`config.mk`:
```
export PLATFORM = sky130hd
export DESIGN_NAME = zion_bit_write_arbiter
export DESIGN_NICKNAME = d
export VERILOG_FILES = /design/src/rtl/zion_bit_write_arbiter.sv
export SDC_FILE = /design/constraint.sdc
export NUM_CORES = 1
export LEC_CHECK = 0
export CAP_MARGIN = 20
export CORE_MARGIN = 2
export CORE_UTILIZATION = 25
export CTS_BUF_LIST = sky130_fd_sc_hd__clkbuf_4 sky130_fd_sc_hd__clkbuf_8 sky130_fd_sc_hd__clkbuf_16
export DETAILED_ROUTE_END_ITERATION = 16
export SETUP_SLACK_MARGIN = 0.1
export SLEW_MARGIN = 20
export SYNTH_ARGS = -nofsm -noshare
export SYNTH_HDL_FRONTEND = slang
export SYNTH_SLANG_ARGS = --single-unit
```
`constraint.sdc`:
```
create_clock -name clk -period 5.55 [get_ports clk]
set_clock_uncertainty 0.15 [all_clocks]
set_input_delay 1.11 -clock clk [delete_from_list [all_inputs] [get_ports clk]]
set_output_delay 1.11 -clock clk [all_outputs]
set_load 0.005 [all_outputs]
```
`src/rtl/zion_bit_write_arbiter.sv`:
```
// rtl/zion_bit_write_arbiter.sv - round-robin arbitrated field writes into a held register (ZION_BIT_WRITE_ARB_PRIO_EN selects fixed priority)
module zion_bit_write_arbiter #(
    parameter int NUM_REQ        = 3,
    parameter int WIDTH_ADDR     = 2,
    parameter int WIDTH_DATA_IN  = 4,
    parameter int WIDTH_DATA_OUT = 16
) (
    input  logic                              clk,
    input  logic                              rst,
    input  logic                              iHold,
    input  logic [NUM_REQ-1:0]                iReqVld,
    input  logic [NUM_REQ*WIDTH_ADDR-1:0]     iReqAddr,
    input  logic [NUM_REQ*WIDTH_DATA_IN-1:0]  iReqDat,
    output logic [NUM_REQ-1:0]                oReqRdy,
    output logic [WIDTH_DATA_OUT-1:0]         oDat,
    output logic                              oUpdVld,
    output logic [WIDTH_ADDR-1:0]             oUpdAddr,
    output logic                              oErr
);

    localparam int NUM_FIELDS = WIDTH_DATA_OUT / WIDTH_DATA_IN;
    localparam int PTR_W      = (NUM_REQ > 1) ? $clog2(NUM_REQ) : 1;

    // Parameter sanity: register must split evenly into addressable fields.
    if ((NUM_REQ < 2) ||
        ((WIDTH_DATA_OUT % WIDTH_DATA_IN) != 0) ||
        (WIDTH_DATA_OUT > (2**WIDTH_ADDR) * WIDTH_DATA_IN)) begin : g_param_err
        $error("zion_bit_write_arbiter: illegal parameter combination");
    end

    logic [PTR_W-1:0]          w_ptr;
    logic [NUM_REQ-1:0]        w_gnt;
    logic                      w_gnt_vld;
    logic [PTR_W-1:0]          w_gnt_idx;
    logic [WIDTH_ADDR-1:0]     w_sel_addr;
    logic [WIDTH_DATA_IN-1:0]  w_sel_dat;
    logic                      w_addr_ok;

    logic [WIDTH_DATA_OUT-1:0] r_dat;
    logic                      r_upd_vld;
    logic [WIDTH_ADDR-1:0]     r_upd_addr;
    logic                      r_err;

`ifdef ZION_BIT_WRITE_ARB_PRIO_EN
    // Fixed priority: the search always starts at requester 0.
    assign w_ptr = '0;
`else
    logic [PTR_W-1:0] r_ptr;
    logic [PTR_W-1:0] w_ptr_nxt;

    assign w_ptr_nxt = (w_gnt_idx == PTR_W'(NUM_REQ - 1)) ? '0 : w_gnt_idx + 1'b1;

    // Round-robin pointer moves just past the last granted requester.
    always_ff @(posedge clk) begin
        if (rst) begin
            r_ptr <= '0;
        end else if (w_gnt_vld) begin
            r_ptr <= w_ptr_nxt;
        end
    end

    assign w_ptr = r_ptr;
`endif

    // Find the first valid requester at or after the pointer, wrapping around.
    always_comb begin
        int idx;
        idx       = 0;
        w_gnt     = '0;
        w_gnt_vld = 1'b0;
        w_gnt_idx = '0;
        if (!rst && !iHold) begin
            for (int off = 0; off < NUM_REQ; off++) begin
                idx = (int'(w_ptr) + off) % NUM_REQ;
                if (!w_gnt_vld && iReqVld[idx]) begin
                    w_gnt_vld  = 1'b1;
                    w_gnt_idx  = PTR_W'(idx);
                    w_gnt[idx] = 1'b1;
                end
            end
        end
    end

    assign oReqRdy = w_gnt;

    // Route the granted requester's field index and data to the merge path.
    always_comb begin
        w_sel_addr = '0;
        w_sel_dat  = '0;
        for (int i = 0; i < NUM_REQ; i++) begin
            if (w_gnt[i]) begin
                w_sel_addr = iReqAddr[i*WIDTH_ADDR +: WIDTH_ADDR];
                w_sel_dat  = iReqDat[i*WIDTH_DATA_IN +: WIDTH_DATA_IN];
            end
        end
    end

    assign w_addr_ok = (int'(w_sel_addr) < NUM_FIELDS);

    // Merge the accepted field into the held register; bad addresses only raise oErr.
    always_ff @(posedge clk) begin
        if (rst) begin
            r_dat      <= '1;
            r_upd_vld  <= 1'b0;
            r_upd_addr <= '0;
            r_err      <= 1'b0;
        end else begin
            r_upd_vld <= w_gnt_vld && w_addr_ok;
            r_err     <= w_gnt_vld && !w_addr_ok;
            if (w_gnt_vld && w_addr_ok) begin
                r_upd_addr <= w_sel_addr;
                for (int f = 0; f < NUM_FIELDS; f++) begin
                    if (w_sel_addr == WIDTH_ADDR'(f)) begin
                        r_dat[f*WIDTH_DATA_IN +: WIDTH_DATA_IN] <= w_sel_dat;
                    end
                end
            end
        end
    end

    assign oDat     = r_dat;
    assign oUpdVld  = r_upd_vld;
    assign oUpdAddr = r_upd_addr;
    assign oErr     = r_err;

endmodule

```
==> impl_results.md, run 1 <==
* Status: finished clean
* FILL cells at about 570
* RSZ-0062 raised after global routing: no
* Clock root buffer: clkbuf_8
* Data required time at the worst endpoint at about 4.3 ns
* Initial antenna violation count at 0
* Final period util at between 80% and 90%
* #FFs+latches synth at 21
* Critical path's slowest cell: clkdlybuf4s50_1
* Worst-path clk slew at 0.07 ns
* Capture point of the worst reg-to-reg path: oDat[12]
* Critical path arrival at 3.29 ns
* Die area at just over 6000 µm²
* Register area at 420.4 µm²
* Max-cap viol count at 0
* DR vias/cell at between 4 and 5
* DRT antenna net count at 0
* Clk Latency, worst-skew pair at 0.26 ns
* Sequential fraction of the synthesis area at 30.08%
* Worst VDD drop at 0.0001158 V
* Setup violators final at 0
* Post-CTS resize count at 0
* Syn avg cell area at 8.627 µm²
* Std-Cell Rows at 27
* Final net count at 230
* Cells after synthesis at 162
* WL per Instance at 13.36 µm
* Crit path time final at between 4 and 5 ns
* HP Start: oUpdAddr[1]
* P_int at approximately 0.0003 W
* Initial DRC Count at 100
* CTS sink cnt at 21
* Net switching power at 0.0001464 W
* FFs w/ async S/R, synth at 0%
* Number of flops mapped to enable cells by yosys at 0
* Comb power frac at 38.4%
* Share of cells above drive strength 1 at 7.960%
* Crit start category: primary input
* Worst Setup EP: oReqRdy[0]
* Global-route wire length before repair at 5.954 mm
* IO Count at between 40 and 50
* Area grow syn2layout at 37.60%
* H-tree Lvls at 1
* Flop pwr share at 39.0%
* Top_reg_cell synth: dfxtp_1
* HPWL after DPL at 2.750 mm
* CP max FO at 9
* CP Depth at 7
* Top cells by count, synth: 22 x nor2_1, 21 x dfxtp_1, 18 x mux2i_1, 9 x nand2_1, 8 x nand3_1
* Hold-fix buffers, CTS at 0
* Final Hold Fails at 0
* Fmax at 219.8 MHz
* Post-synth top area cell: dfxtp_1
* Post-Syn Area at around 1400 µm²
* Pin count of the biggest net entering global routing at 25
* Vias in the first global route at approximately 1200
* Buf/Inv on CP at 2
* Port bufs at 45
* YS warnings at 0
* Post-CTS Setup Inserts at 0
* CP Capture Type: output port
* Worst Tran Pin Value at 0.6804 ns
* Critical path's top delay family: buffers and inverters
* Final worst setup slack at 1.001 ns
* Hold WC Path Type: reg2reg
* Final design utilization at 35.36%
* Area of the multi-input gates at 882.1 µm²
* Chip height at ~79 µm
* Die width at 78.77 µm
* Worst slack at placement at 1.011 ns
* Starting density of the core at 25.70%
* Most frequent cell after synthesis: nor2_1
* Cells along the critical path: clkdlybuf4s50_1 -> nor2_1 -> and4_4 -> a221oi_1 -> and2_1 -> nor2_1 -> clkdlybuf4s50_1
* CTS tree: built
* Pwr Density at ~230 nW/µm²
* R2R cell count at 9
* Total track usage at between 10% and 20%
* GRT overflow at 0
* Rel. slew slack at 54.64%
* TritonCTS Buffers at 3
* Mapped Nets at 190
* Sw frac at 32.75%
* Final WL at roughly 3.6 mm
* Core footprint at 5439 µm²
* Synth top area share at a little under a third
* Placer Congestion at 0.8564
* Slew Limit Fails at 0
* Setup Total Neg Slack at 0 ns
* Top post-synthesis cells by area: dfxtp_1 30%, mux2i_1 13%, nor2_1 5.9%
* Power share of the clock group at 22.6%
* Setup slack, reg-to-reg at 2.38 ns
* Reg-to-Reg Start: r_ptr[0]
* DR pass1 iterations at 4
* DR vias at 1322
* Worst hold slack at 0.3067 ns
* N_diodes at 0
* CP Launch Point: iReqVld[2]
* Library cells used by synthesis at just over 50
* Crit-path max cell delay at 0.64 ns
* Lkg Pwr at 0.7241 nW
* CTS Buffer Depth at 2
* Critical path type: in2out
* Drt drc at 0
[per-layer routing]
metal / share of wire (%) / global-route usage (%)
met5: 0 / 0
met1: 49 / 16.52
met3: 6.2 / 2.386
met2: 42 / 18.38
met4: 2.4 / 5.088
[placed cells by master (no fill, tap or decap), drive strengths merged, types with 2 or more instances in the layout]
master	count
mux2i	18
and2	4
nor2	23
a211oi	2
nor2b	3
a221oi	6
ha	4
o21a	2
clkdlybuf4s50	45
o21ai	4
o2bb2ai	4
inv	7
a21boi	2
clkbuf	3
nand2	9
nand3	8
nand4bb	2
dfxtp	21
a21oi	7
nand2b	3
or2	2
nand4	3
[cell families after synthesis]
logic type | after synthesis | synth area share, %
buffers and inverters | 18 | 6.803
other | 1 | 0.2683
and+or+nand+nor | 62 | 24.44
muxes | 18 | 12.89
AOI/OAI and AO/OA | 37 | 21.22
DFF | 21 | 30.08
adders and majority gates | 5 | 4.297
[metrics by stage]
| step | cells | power, W | instance area [µm²] |
|---|---|---|---|
| global placement | 269 | 0.0003510 | 1877 |
| CTS | 273 | 0.0004521 | 1923 |
| floorplan | 162 | 0.0002868 | 1398 |
| global route | 273 | 0.0004805 | 1923 |
| detailed placement | 269 | 0.0003498 | 1877 |
| finish | 273 | 0.0004470 | 1923 |
[final cells by class]
type / count / share of cell area [%]
Multi-Input combinational cell: 123 / 45.87
Timing Repair Buffer: 46 / 23.81
Sequential cell: 21 / 21.86
Tap cell: 72 / 4.684
Clock buffer: 3 / 2.147
Inverter: 7 / 1.366
Clock inverter: 1 / 0.2602
[tightest hold or removal path: stages (launching register included)]
cell and delay (ns):
dfxtp_1 0.32, nand2_1 0.05, nand2_1 0.05
[flip-flops by register name, indices dropped and copies added (netlist names)]
signal    cells
oDat         16
oUpdVld       1
oUpdAddr      2
r_ptr         2
[worst min-delay path by stage]
stage	depth (start not counted)	slack, ns	end
after floorplan	2	0.29	oUpdAddr[1]
after global placement	2	0.29	oUpdAddr[1]
after detailed placement	2	0.29	oUpdAddr[1]
after CTS	2	0.31	oUpdAddr[1]
after global routing	2	0.34	oUpdAddr[1]
final	2	0.31	oUpdAddr[1]
[power by group through the flow]
stage	Sequential, W	Combinational (W)	Clock (W)
3_3_place_gp	0.000178	0.000173	0
4_1_cts	0.000175	0.000172	0.000105
5_1_grt	0.000177	0.000190	0.000114
6_report	0.000175	0.000172	0.000101
3_5_place_dp	0.000178	0.000171	0
2_1_floorplan	0.000179	0.000108	0
No activity file was read; power rests on OpenSTA's default activity.
==> run 2: changes to the inputs <==
clock period = 4.4 ns   (was 5.55 ns; I/O delays follow)
==> run 2 against run 1 <==
Compared with the run above:
- clock power up 21%
- register-to-register slack worse by 1.1 ns
- non-clock buffer count up 2
- sequential cell count unchanged
- worst setup slack worse by 0.70 ns
- core utilization up 0.28 points
- cell count up 0.73%
- global-route usage down 0.20 points
- sequential share of layout area down 0.17 points
- hold slack better by 0.0068 ns
- first-iteration DRC count up 6.0%
- power up 25%
==> impl_results.md, run 2 (synthesis gave the netlist of run 1 again) <==
* Status: finished clean
* CTS sink cnt at 21
* Core footprint at 5439 µm²
* Post-CTS Setup Inserts at 0
* N_diodes at 0
* DR pass1 iterations at 4
* Reg-to-Reg Start: r_ptr[0]
* Net switching power at 0.0001796 W
* Slew Limit Fails at 0
* RSZ-0062 raised after global routing: no
* Cells along the critical path: clkdlybuf4s50_1 -> nor2_1 -> and4_4 -> a221oi_1 -> and2_1 -> nor2_1 -> clkdlybuf4s50_1
* Setup slack, reg-to-reg at 1.28 ns
* Data required time at the worst endpoint at between 3 and 4 ns
* CP Capture Type: output port
* Vias in the first global route at 1205
* Pin count of the biggest net entering global routing at 24
* CTS tree: built
* Post-CTS resize count at 0
* Max-cap viol count at 0
* Placer Congestion at between 0.8 and 0.9
* Lkg Pwr at 0.7339 nW
* Power Total at about 0.00056 W
* Total track usage at 11.85%
* Worst Tran Pin Value at 0.6181 ns
* Initial antenna violation count at 0
* Power share of the clock group at 21.7%
* Comb power frac at 38.9%
* R2R cell count at 9
* Hold WC Path Type: reg2reg
* Flop pwr share at 39.4%
* Die width at roughly 80 µm
* Commonest non-fill, non-tap cell in the layout: clkdlybuf4s50_1
* Critical path type: in2out
* DR vias/cell at 4.720
* Crit start category: primary input
* Hold-fix buffers, CTS at 0
* Most frequent cells in the layout: 45 x clkdlybuf4s50_1, 22 x nor2_1, 21 x dfxtp_1
* TritonCTS Buffers at 3
* H-tree Lvls at 1
* IO Count at 47
* Critical path's slowest cell: clkdlybuf4s50_1
* GRT overflow at 0
* DR vias at roughly 1300
* WL per Instance at 13.16 µm
* Drt drc at 0
* Critical path arrival at around 3 ns
* Final period util at around 93%
* CTS Buffer Depth at 2
* Rel. slew slack at around three fifths
* Crit-path max cell delay at 0.64 ns
* HP Start: oUpdAddr[1]
* Final Hold Fails at 0
* Share of cells above drive strength 1 at 8.867%
* Clock root buffer: clkbuf_8
* Area grow syn2layout at 38.68%
* Capture point of the worst reg-to-reg path: oDat[9]
* DRT antenna net count at 0
* Sw frac at about a third
* Pwr Density at a little under 300 nW/µm²
* Setup violators final at 0
* Die area at approximately 6200 µm²
* Worst VDD drop at 0.0001813 V
* CP max FO at 9
* Fmax at 243.9 MHz
* Std-Cell Rows at 27
* Starting density of the core at between 20% and 30%
* Global-route wire length before repair at 5.816 mm
* HPWL after DPL at 2.794 mm
* Final net count at 232
* Port bufs at 45
* Final WL at 3.618 mm
* Initial DRC Count at 106
* Crit path time final at 4.100 ns
* Worst-path clk slew at 0.07 ns
* Hold endpoint: oUpdAddr[1]
* Chip height at around 79 µm
* Worst hold stages at 2
* P_int at 0.0003813 W
* Clk Latency, worst-skew pair at 0.25 ns
* Setup Total Neg Slack at 0 ns
* Max reg flops at 16
[run 2: changes by cell type in the layout (fill, tap and decap cells not counted)]
cell,delta
buf_4,+2
[run 2: cell type report]
| cell class | count | area, µm² |
|---|---|---|
| fillers | 563 | 3501 |
| inverters | 7 | 26.28 |
| clock buffers | 3 | 41.29 |
| clock inverters | 1 | 5.005 |
| well taps | 72 | 90.09 |
| multi-input cells | 123 | 882.1 |
| repair buffers | 48 | 473.0 |
| flip-flops and latches | 21 | 420.4 |
[run 2: power by group through the flow]
| stage | Combinational (W) | Clock [W] | Sequential, W |
|---|---|---|---|
| detailed placement | 0.000218 | 0 | 0.000226 |
| CTS | 0.000220 | 0.000129 | 0.000222 |
| finish | 0.000218 | 0.000122 | 0.000221 |
| global placement | 0.000220 | 0 | 0.000225 |
| global route | 0.000241 | 0.000138 | 0.000224 |
| floorplan | 0.000136 | 0 | 0.000226 |
[run 2: worst max-delay path by stage]
stage	endpoint	slack, ns	from
final	oReqRdy[0]	0.30	iReqVld[2]
after global routing	oReqRdy[0]	0.15	iReqVld[1]
after detailed placement	oReqRdy[0]	0.30	iReqVld[2]
after global placement	oReqRdy[0]	0.34	iReqVld[2]
after CTS	oReqRdy[0]	0.29	iReqVld[2]
after floorplan	oReqRdy[0]	1.44	iReqVld[2]
[run 2: layer usage]
layer  vias up  track usage, %  wire, µm
met3         4           2.386       169
met5         -               0         0
met2        30           19.23      1640
met4         0           3.158        35
met1       593           16.00      1772
li1        671               -         -
[run 2: worst max-delay path: cells and delay by family]
family	cells	cell delay (ns)
buffers and inverters	2	1.08
and+or+nand+nor	4	0.71
AOI/OAI and AO/OA	1	0.41
[run 2: metrics by stage]
step / setup WS, ns / area (µm²) / utilization, % / instances / hold slack [ns]
global placement: 0.3395 / 1892 / 34.78 / 271 / 0.2902
floorplan: 1.435 / 1398 / - / 162 / 0.2888
finish: 0.3002 / 1938 / 35.63 / 275 / 0.3135
CTS: 0.2945 / 1938 / 35.63 / 275 / 0.3241
global route: 0.1486 / 1938 / 35.63 / 275 / 0.3430
detailed placement: 0.3011 / 1892 / 34.78 / 271 / 0.3058
==> run 3: changes to the inputs <==
CORE_UTILIZATION = 62   (was 25)
DONT_BUFFER_PORTS = 1   (was unset)
PLACE_DENSITY = 0.78   (was unset)
==> run 3 against run 2 <==
Compared with the run above:
- first-iteration DRC count shrank 73%
- critical path depth is the same
- hold slack gained 0.014 ns
- largest cell class unchanged
- non-clock buffer count shrank 48
- wire length shrank 16%
- final area shrank 28%
- critical path type is now reg2out
==> impl_results.md, run 3 (synthesis gave the netlist of run 1 again) <==
* Status: finished clean
* Rel. slew slack at 56.12%
* Final net count at around 180
* H-tree Lvls at 1
* CTS sink cnt at 21
* Lkg Pwr at 0.5307 nW
* Clock root buffer: clkbuf_4
* Final design utilization at 64.13%
* CP max FO at 12
* Critical path's top delay family: multiplexers
* HP Start: oUpdAddr[1]
* Comb power frac at 32.4%
* Die area at 2650 µm²
* Crit path time final at 3.425 ns
* Sw frac at 34.93%
* CP Launch Point: r_ptr[0]
* Post-CTS Setup Inserts at 0
* DRT antenna net count at 0
* Max reg flops at 16
* Hold WC Path Type: reg2reg
* Final WL at 3.033 mm
* Setup violators final at 0
* Worst VDD drop at approximately 0.00034 V
* Worst Tran Pin Value at roughly 0.66 ns
* Final Hold Fails at 0
* Crit path top cell by count: mux2i_1
* Core footprint at 2170 µm²
* FILL cells at ~190
* Final period util at 77.84%
* P_int at 0.0003022 W
* Hold-fix buffers, CTS at 0
* N_diodes at 0
* Net switching power at about 0.00016 W
* IO Count at 47
* Port bufs at 0
* Pwr Density at approximately 330 nW/µm²
* Area grow syn2layout at -0.4479%
* Critical path type: reg2out
* HPWL after DPL at 2.390 mm
* CTS Buffer Depth at 2
* Most frequent cells in the layout: 22 x nor2_1, 21 x dfxtp_1, 18 x mux2i_1
* Starting density of the core at about 64%
* Cells along the critical path: inv_1 -> ha_1 -> mux2i_1 -> mux2i_1 -> a221oi_1 -> and2_1 -> nor2_1
* Setup Total Neg Slack at 0 ns
* Worst-path clk slew at 0.11 ns
* Commonest non-fill, non-tap cell in the layout: nor2_1
* TritonCTS Buffers at 3
* Critical path's slowest cell: ha_1
* Slew Limit Fails at 0
* Chip height at 51.48 µm
* Global-route wire length before repair at 4.905 mm
* Crit start category: flip-flop
* Buf/Inv on CP at 1
* Initial antenna violation count at 0
* Pin count of the biggest net entering global routing at 25
* Max-cap viol count at 0
* Std-Cell Rows at 17
* Crit-path max cell delay at 0.41 ns
* Total track usage at 24.66%
* CTS tree: built
* Share of cells above drive strength 1 at 9.677%
* RSZ-0062 raised after global routing: no
* Initial DRC Count at 29
* DR vias/cell at 6.344
* Data required time at the worst endpoint at 3.37 ns
* Power share of the clock group at between 10% and 20%
* Critical path arrival at roughly 2.4 ns
* Die width at ~51 µm
* Drt drc at 0
* GRT overflow at 0
* CP Capture Type: output port
* DR vias at 1161
* Reg-to-Reg Start: r_ptr[0]
* Post-CTS resize count at 0
* WL per Instance at around 17 µm
* Flop pwr share at 48.5%
* Vias in the first global route at 1058
* Placer Congestion at approximately 0.9
* Fmax at 292.0 MHz
* Clk Latency, worst-skew pair at 0.29 ns
* DR pass1 iterations at 4
==> run 3: cell types whose count changed in the layout (fill, tap and decap cells not counted) <==
cell             previous run  this run
buf_4                       3         0
clkbuf_4                    0         3
clkbuf_8                    3         0
clkdlybuf4s50_1            45         0
==> run 3: stage by stage <==
step | worst slack [ns] | total power [W] | cell area (µm²) | hold WS (ns) | cells
global placement | 1.325 | 0.0003729 | 1364 | 0.3029 | 179
CTS | 0.9971 | 0.0004669 | 1391 | 0.3359 | 183
finish | 0.9749 | 0.0004644 | 1391 | 0.3271 | 183
global route | 0.8157 | 0.0004924 | 1391 | 0.3534 | 183
detailed placement | 1.263 | 0.0003783 | 1364 | 0.3149 | 179
floorplan | 1.435 | 0.0003618 | 1398 | 0.2888 | 162
==> run 3: power by group through the flow <==
stage	logic (W)	registers (W)	clock network, W
4_1_cts	0.000149	0.000226	0.0000923
6_report	0.000151	0.000225	0.0000886
3_5_place_dp	0.000148	0.000230	0
3_3_place_gp	0.000144	0.000229	0
2_1_floorplan	0.000136	0.000226	0
5_1_grt	0.000167	0.000228	0.0000981
==> run 3: final cells by class <==
type	instances	area, µm²	area share [%]
multi-input cells	123	882.1	63.40
clock buffers	3	22.52	1.619
flip-flops and latches	21	420.4	30.22
clock inverters	1	5.005	0.3597
well taps	28	35.03	2.518
inverters	7	26.28	1.888
==> run 3: path summary, 6_finish.rpt <==
kind / endpoint / slack [ns] / cells after the start
worst min-delay path: oUpdAddr[1] / 0.33 / 2
worst max-delay path: oReqRdy[0] / 0.97 / 7
worst max register to register: oDat[9] / 1.20 / 9
worst min register to register: oUpdAddr[1] / 0.33 / 2
==> run 3: worst reg2reg max path: cells and delay by family, from the launching register on <==
| family | cells | cell delay (ns) |
|---|---|---|
| DFF | 1 | 0.37 |
| AOI/OAI and AO/OA | 3 | 0.82 |
| muxes | 1 | 0.24 |
| adders and majority gates | 1 | 0.34 |
| buffers and inverters | 1 | 0.08 |
| and+or+nand+nor | 3 | 1.13 |
==> run 3: layer usage <==
layer	part of all wire [%]	vias to the layer above	global-route usage [%]
li1	-	569	-
met1	45	546	31.87
met2	45	44	38.25
met3	10	2	9.649
met4	0.56	0	6.579
met5	0	-	0
